<file path="src/rtl/mem_pkg.sv">
// Shared types for the load/store unit: op field layout, access sizes,
// fault causes and the FSM state encoding.
package mem_pkg;

    localparam int OP_STORE = 3;
    localparam int OP_UNS   = 2;
    localparam int OP_SZ_HI = 1;
    localparam int OP_SZ_LO = 0;

    typedef enum logic [1:0] {
        SZ_B   = 2'b00,
        SZ_H   = 2'b01,
        SZ_W   = 2'b10,
        SZ_INV = 2'b11
    } size_e;

    typedef enum logic [1:0] {
        FC_NONE     = 2'b00,
        FC_MISALIGN = 2'b01,
        FC_INVALID  = 2'b10,
        FC_RANGE    = 2'b11
    } fault_e;

    typedef enum logic [1:0] {
        ST_IDLE = 2'b00,
        ST_WAIT = 2'b01,
        ST_RESP = 2'b10
    } state_e;

endpackage

</file>
<file path="src/rtl/mem_if.sv">
// Request/response channel bundle between the execute stage and the load/store unit.
interface mem_if #(
    parameter int ADDR_W = 32
);
    logic              req_valid;
    logic              req_ready;
    logic [3:0]        op;
    logic [ADDR_W-1:0] addr;
    logic [31:0]       wdata;
    logic              resp_valid;
    logic              resp_ready;
    logic [31:0]       rdata;
    logic              fault;
    logic [1:0]        fault_cause;

    modport master (
        output req_valid, op, addr, wdata, resp_ready,
        input  req_ready, resp_valid, rdata, fault, fault_cause
    );

    modport slave (
        input  req_valid, op, addr, wdata, resp_ready,
        output req_ready, resp_valid, rdata, fault, fault_cause
    );
endinterface

</file>
<file path="src/rtl/mem_bank.sv">
// One byte lane of data storage: synchronous write, address taken
// combinationally and read data registered on the same edge.
module mem_bank #(
    parameter int  ENTRIES = 64,
    localparam int AW      = (ENTRIES > 1) ? $clog2(ENTRIES) : 1
) (
    input  logic          clk,
    input  logic          we,
    input  logic [AW-1:0] addr,
    input  logic [7:0]    wdata,
    output logic [7:0]    rdata
);
    logic [7:0] mem [ENTRIES];

    always_ff @(posedge clk) begin
        if (we) begin
            mem[addr] <= wdata;
        end
        rdata <= mem[addr];
    end
endmodule

</file>
<file path="src/rtl/mem_unit.sv">
// Handshaked load/store unit: four byte-lane banks, fault classification,
// sign/zero extension and an IDLE/WAIT/RESP controller with wait states.
module mem_unit
    import mem_pkg::*;
#(
    parameter int ADDR_W      = 32,
    parameter int DEPTH_BYTES = 256,
    parameter int WAIT_STATES = 0
) (
    input logic   clk,
    input logic   reset,
    mem_if.slave  bus
);
    localparam int ENTRIES = DEPTH_BYTES / 4;
    localparam int BANK_AW = (ENTRIES > 1) ? $clog2(ENTRIES) : 1;
    localparam int IDX_W   = $clog2(DEPTH_BYTES);

    state_e               state, state_nxt;
    logic [3:0]           cnt, cnt_nxt;
    logic [ADDR_W-1:0]    addr_in;
    logic [1:0]           size_in;
    logic [1:0]           lane_in;
    logic                 accept;
    fault_e               cause_in;
    logic [3:0]           be;
    logic [31:0]          wdata_rot;
    logic [BANK_AW-1:0]   bank_addr;
    logic [3:0][7:0]      bank_q;
    logic [31:0]          rd_shift;

    logic [3:0]           op_p0;
    logic [1:0]           lane_p0;
    logic [BANK_AW-1:0]   word_p0;
    fault_e               cause_p0;

    function automatic fault_e classify(input logic [3:0] op, input logic [1:0] lo,
                                        input logic hi_set);
        logic [1:0] sz;
        sz = op[OP_SZ_HI:OP_SZ_LO];
        if (sz == SZ_INV || (op[OP_STORE] && op[OP_UNS])) return FC_INVALID;
        if ((sz == SZ_H && lo[0]) || (sz == SZ_W && lo != 2'b00)) return FC_MISALIGN;
        if (hi_set) return FC_RANGE;
        return FC_NONE;
    endfunction

    function automatic logic [31:0] extend(input logic [31:0] raw, input logic [1:0] sz,
                                           input logic uns);
        case (sz)
            SZ_B:    return uns ? {24'b0, raw[7:0]}  : {{24{raw[7]}}, raw[7:0]};
            SZ_H:    return uns ? {16'b0, raw[15:0]} : {{16{raw[15]}}, raw[15:0]};
            default: return raw;
        endcase
    endfunction

    assign addr_in   = bus.addr;
    assign size_in   = bus.op[OP_SZ_HI:OP_SZ_LO];
    assign lane_in   = addr_in[1:0];
    assign accept    = (state == ST_IDLE) && bus.req_valid;
    // Out-of-range means any address bit above the storage index is set; no aliasing.
    assign cause_in  = classify(bus.op, lane_in, |(addr_in >> IDX_W));
    assign wdata_rot = bus.wdata << {lane_in, 3'b000};
    // Banks keep reading the latched word after accept so the response stays stable.
    assign bank_addr = (state == ST_IDLE) ? BANK_AW'(addr_in >> 2) : word_p0;

    always_comb begin
        be = 4'b0000;
        if (accept && bus.op[OP_STORE] && cause_in == FC_NONE) begin
            case (size_in)
                SZ_B:    be = 4'b0001 << lane_in;
                SZ_H:    be = 4'b0011 << lane_in;
                SZ_W:    be = 4'b1111;
                default: be = 4'b0000;
            endcase
        end
    end

    for (genvar i = 0; i < 4; i++) begin : g_bank
        mem_bank #(.ENTRIES(ENTRIES)) u_bank (
            .clk   (clk),
            .we    (be[i]),
            .addr  (bank_addr),
            .wdata (wdata_rot[8*i +: 8]),
            .rdata (bank_q[i])
        );
    end

    // Stage p0: request captured in the accept cycle
    always_ff @(posedge clk) begin
        if (accept) begin
            op_p0   <= bus.op;
            lane_p0 <= lane_in;
            word_p0 <= BANK_AW'(addr_in >> 2);
        end
    end

    always_ff @(posedge clk or posedge reset) begin
        if (reset) begin
            state    <= ST_IDLE;
            cnt      <= 4'd0;
            cause_p0 <= FC_NONE;
        end else begin
            state <= state_nxt;
            cnt   <= cnt_nxt;
            if (accept) begin
                cause_p0 <= cause_in;
            end
        end
    end

    always_comb begin
        state_nxt = state;
        cnt_nxt   = cnt;
        case (state)
            ST_IDLE: begin
                if (bus.req_valid) begin
                    if (WAIT_STATES == 0) begin
                        state_nxt = ST_RESP;
                    end else begin
                        cnt_nxt   = 4'(WAIT_STATES - 1);
                        state_nxt = ST_WAIT;
                    end
                end
            end
            ST_WAIT: begin
                if (cnt == 4'd0) begin
                    state_nxt = ST_RESP;
                end else begin
                    cnt_nxt = cnt - 4'd1;
                end
            end
            ST_RESP: begin
                if (bus.resp_ready) begin
                    state_nxt = ST_IDLE;
                end
            end
            default: state_nxt = ST_IDLE;
        endcase
    end

    // Stage p1: response formed from registered bank data and latched request
    assign rd_shift        = bank_q >> {lane_p0, 3'b000};
    assign bus.req_ready   = (state == ST_IDLE);
    assign bus.resp_valid  = (state == ST_RESP);
    assign bus.fault       = (cause_p0 != FC_NONE);
    assign bus.fault_cause = cause_p0;
    assign bus.rdata       = (state == ST_RESP && cause_p0 == FC_NONE && !op_p0[OP_STORE])
                             ? extend(rd_shift, op_p0[OP_SZ_HI:OP_SZ_LO], op_p0[OP_UNS])
                             : 32'd0;
endmodule

</file>
<file path="src/flat_wrapper.sv">
// flat-port wrapper written by rule: the top's interface ports become plain ports
module mem_unit_flat import mem_pkg::*;
#(
    parameter int ADDR_W      = 32,
    parameter int DEPTH_BYTES = 256,
    parameter int WAIT_STATES = 0
)
  (clk, reset, bus_req_valid, bus_op, bus_addr, bus_wdata, bus_resp_ready, bus_req_ready, bus_resp_valid, bus_rdata, bus_fault, bus_fault_cause);
  mem_if #(.ADDR_W(ADDR_W)) bus_i ();
  input logic clk;
  input logic reset;
  input wire logic [$bits(bus_i.req_valid)-1:0] bus_req_valid;
  input wire logic [$bits(bus_i.op)-1:0] bus_op;
  input wire logic [$bits(bus_i.addr)-1:0] bus_addr;
  input wire logic [$bits(bus_i.wdata)-1:0] bus_wdata;
  input wire logic [$bits(bus_i.resp_ready)-1:0] bus_resp_ready;
  output wire logic [$bits(bus_i.req_ready)-1:0] bus_req_ready;
  output wire logic [$bits(bus_i.resp_valid)-1:0] bus_resp_valid;
  output wire logic [$bits(bus_i.rdata)-1:0] bus_rdata;
  output wire logic [$bits(bus_i.fault)-1:0] bus_fault;
  output wire logic [$bits(bus_i.fault_cause)-1:0] bus_fault_cause;
  assign bus_i.req_valid = bus_req_valid;
  assign bus_i.op = bus_op;
  assign bus_i.addr = bus_addr;
  assign bus_i.wdata = bus_wdata;
  assign bus_i.resp_ready = bus_resp_ready;
  assign bus_req_ready = bus_i.req_ready;
  assign bus_resp_valid = bus_i.resp_valid;
  assign bus_rdata = bus_i.rdata;
  assign bus_fault = bus_i.fault;
  assign bus_fault_cause = bus_i.fault_cause;
  mem_unit #(.ADDR_W(ADDR_W), .DEPTH_BYTES(DEPTH_BYTES), .WAIT_STATES(WAIT_STATES)) u_core (.clk(clk), .reset(reset), .bus(bus_i));
endmodule
</file>
<file path="config.mk">
export PLATFORM = sky130hd
export DESIGN_NAME = mem_unit_flat
export DESIGN_NICKNAME = d
export VERILOG_FILES = /design/src/rtl/mem_pkg.sv /design/src/rtl/mem_if.sv /design/src/rtl/mem_bank.sv /design/src/rtl/mem_unit.sv /design/src/flat_wrapper.sv
export SDC_FILE = /design/constraint.sdc
export NUM_CORES = 2
export LEC_CHECK = 0
export CORE_MARGIN = 2
export CORE_UTILIZATION = 40
export CTS_CLUSTER_SIZE = 40
export DETAILED_ROUTE_END_ITERATION = 16
export GPL_TIMING_DRIVEN = 0
export MAX_ROUTING_LAYER = met4
export PLACE_DENSITY_LB_ADDON = 0.15
export SYNTH_ARGS = -nofsm -noshare
export SYNTH_HDL_FRONTEND = slang
export SYNTH_SLANG_ARGS = --single-unit
</file>
<file path="constraint.sdc">
create_clock -name clk -period 5.15 [get_ports clk]
set_clock_uncertainty 0.15 [all_clocks]
set_input_delay 1.03 -clock clk [delete_from_list [all_inputs] [get_ports clk]]
set_output_delay 1.03 -clock clk [all_outputs]
set_load 0.005 [all_outputs]
</file>
==> impl_metrics.ini <==
[outcome]
status = finished with violations
violations = capacitance limit, slew limit, setup timing

[cts]
clk_latency_ns = 0.89
cts_tree = yes
root_buffer = clkbuf_16
clk_pin_slew_ns = 0.06
htree_levels = 4
cts_buffer_depth = 3
cts.sinks = 2095
cts_hold_repair.buffers = 0
numCtsBuffers = 212

[global_routing]
grt_start_max_net_pins = 65
first_global_vias = 45400
track_usage_pct = 30.5
grt_first_pass_wirelength_um = 395000
overflow = 0
antenna_found_initial = 22

[setup_path]
critPathMaxStageDelay_ns = 0.69
critPathRequiredTime_ns = 3.97
ff2ff_setup_slack_ns = 0.04
cp_slowest_cell = dfxtp_1
crit_top_cell = a21oi_1
arrival_ns = 3.99
crit_buf_inv = 2
endpoint_kind = primary output
crit_path_start_kind = flip-flop
reg2reg_depth = 8
r2r-end = u_core.g_bank[1].u_bank.mem[41][0]$_DFFE_PP_
crit_family = buffers and inverters
criticalPathCategory = flip-flop to primary output
path_max_fanout = 6
crit_chain = mux2i_1 > mux2_2 > or2_2 > a21oi_1 > o21bai_1 > buf_6 > a21oi_1 > clkdlybuf4s50_1
timing.rr.start = u_core.state[1]$_DFFE_PP0P_

[detailed_routing]
vias_per_cell = 6.41
vias = 48300
ant_nets = 0
firstDrtPassIters = 6
wl_per_cell_um = 39.5
drt_first_iter_violations = 7965
wl_um = 298000
drcViolationCount = 0

[timing]
finalCritPeriodShare_pct = 100
slew_headroom_pct = -8.17
finalSetupTns_ns = -0.0204
fin_hold_ws_ns = 0.242
maxSlewViolCount = 77
rsz0062_at_grt = no
timing.fmax_ghz = 0.193
finalSetupViolCount = 1
worst_pin_slew_ns = 1.62
period_minus_slack_ns = 5.17
hold_viol_final = 0
layout_setup_ws_ns = -0.0204

[placement]
hpwl_um = 206000
place.gp.congestion = 1.00
placed_cells = 7127
placed_area_um2 = 84500
place_ws_ns = -1.00
numPortBuffers = 108

[power]
leakage_nw = 26.6
fin_total_pwr_mw = 37.9
power_density_nw_per_um2 = 414
ir_drop_v = 0.000281

[finish]
synthToLayoutAreaGrowth_pct = 18.1
final_layout_size_suffix_gt1_share_pct = 16.8
final_util_pct = 47.6
final_cell_area_um2 = 91600
layout.cells.non_filler = 7537
nets = 4895

[floorplanning]
die-height_um = 444
die_w_um = 444
start_util_pct = 40.3
dieArea_um2 = 197000
row_count = 161
core_area_um2 = 193000
io_pins = 109

[hold_path]
min_path_type = primary input to asynchronous set/reset pin

[synthesis]
postSynthAreaPerCell_um2 = 17.7
ys_ff_latch = 2095
synthArstFlopShare_pct = 0.143
synth_flop_cell = edfxtp_1
yosysSeqAreaShare_pct = 80.7
yosysWarningCount = 0
synth_edf_count = 2060
syn-instance-count = 4386
synthesis.nets = 4458
netlist_area_um2 = 77600
yosysUniqueCellTypes = 48

[run]
cap_violations = 8
[power breakdown]
group / internal [mW] / total [mW] / switching (mW)
sequential: 18.9 / 19.1 / 0.163
clock: 8.54 / 15.3 / 6.73
combinational: 0.831 / 3.59 / 2.76
[Yosys cell counts, types with 3 or more instances]
cell type     n  area share [%]
a211oi_1     22            0.21
a21oi_1      89            0.57
a22oi_1    1021             9.9
a31oi_1       3           0.024
a41oi_1     190             2.1
and2_1        9           0.073
buf_1        45            0.22
buf_2       107            0.69
buf_4         6           0.058
clkbuf_1    194            0.94
dfrtp_1       3           0.097
dfxtp_1      32            0.83
edfxtp_1   2060              80
mux2_2        5           0.073
mux2i_1      35            0.45
nand2_1      44            0.21
nand2b_1      6           0.048
nand3_1      34            0.22
nand4_1      65            0.52
nor2_1       29            0.14
nor2b_1      20            0.16
nor3_1      258             1.7
nor4_1       38            0.31
o21a_1        8           0.077
o21ai_0      15           0.097
o21ai_2       4           0.045
o21bai_1      3           0.029
o22a_1        6           0.068
o22ai_1       4           0.032
o22ai_2       4           0.065
or2_2         4           0.032
[cell type report]
| class | count | area, um^2 |
|---|---|---|
| fillers | 16400 | 101000 |
| flip-flops and latches | 2095 | 62600 |
| multi-input cells | 1936 | 14900 |
| clock buffers | 265 | 5550 |
| well taps | 2526 | 3160 |
| repair buffers | 223 | 2630 |
| plain buffers | 352 | 1520 |
| clock inverters | 122 | 1190 |
| diodes | 15 | 37.5 |
| inverters | 3 | 11.3 |
[layer usage]
metal	vias up	global-route usage (%)	wire [um]
met2	3052	44.8	134000
met5	-	-	0
met1	25100	40.0	116000
met4	0	15.5	17200
li1	19500	-	-
met3	627	6.77	30200
[worst max path at each step]
stage	endpoint	cells past startpoint	startpoint	slack [ns]
finish	bus_rdata[31]	8	u_core.g_bank[3].u_bank.rdata[7]$_DFF_P_	-0.02
global route	u_core.g_bank[1].u_bank.mem[41][0]$_DFFE_PP_	8	u_core.state[1]$_DFFE_PP0P_	0.07
CTS	bus_rdata[12]	7	u_core.state[1]$_DFFE_PP0P_	-0.09
detailed placement	u_core.g_bank[2].u_bank.rdata[6]$_DFF_P_	7	bus_addr[5]	-1.00
global placement	u_core.g_bank[2].u_bank.mem[18][6]$_DFFE_PP_	5	bus_addr[0]	-5.01
floorplan	u_core.g_bank[2].u_bank.mem[0][6]$_DFFE_PP_	4	bus_addr[0]	0.03
[registers in the layout, summed over array words and instances (netlist names)]
| signal | cells |
|---|---|
| u_core.g_bank.u_bank.rdata | 32 |
| u_core.op_p0 | 4 |
| u_core.lane_p0 | 2 |
| u_core.g_bank.u_bank.mem | 2048 |
| u_core.state | 1 |
| u_core.word_p0 | 6 |
| u_core.bus.fault_cause | 2 |
[cell families (layout without fill, tap and decap cells)]
logic type                count (synthesis)  in the layout  share of synthesized area [%]
AOI/OAI and AO/OA                      1377           1377                           13.4
muxes                                    42             42                          0.557
buffers and inverters                   355            965                           1.92
and+or+nand+nor                         516            516                           3.47
other                                     0             15                              0
xor gates and xnor gates                  1              1                         0.0113
DFF                                    2095           2095                           80.7
[cell usage in the layout (no fill, tap or decap), types with 11 or more instances in the layout]
cell,n
edfxtp_1,2060
a22oi_1,1021
clkbuf_1,217
clkbuf_16,214
nor3_2,211
a41oi_1,190
buf_2,123
clkdlybuf4s50_1,108
a21oi_1,77
nand4_1,65
nor3_1,49
buf_6,46
clkinv_2,45
nand2_1,44
clkinv_1,44
buf_1,37
mux2i_1,35
nand3_1,34
dfxtp_1,32
buf_12,30
clkbuf_2,29
nor4_1,26
a211oi_1,22
buf_4,20
nor2b_1,20
nor2_1,20
bufinv_16,18
diode_2,15
nor4_2,11
[repair_timing]
action | 4_1_cts | 5_1_grt
gates cloned | 0 | 0
resized for setup | 14 | 8
buffers inserted | 0 | 0
setup endpoints to repair | 40 | 34
(Power assumes the default switching activity.)
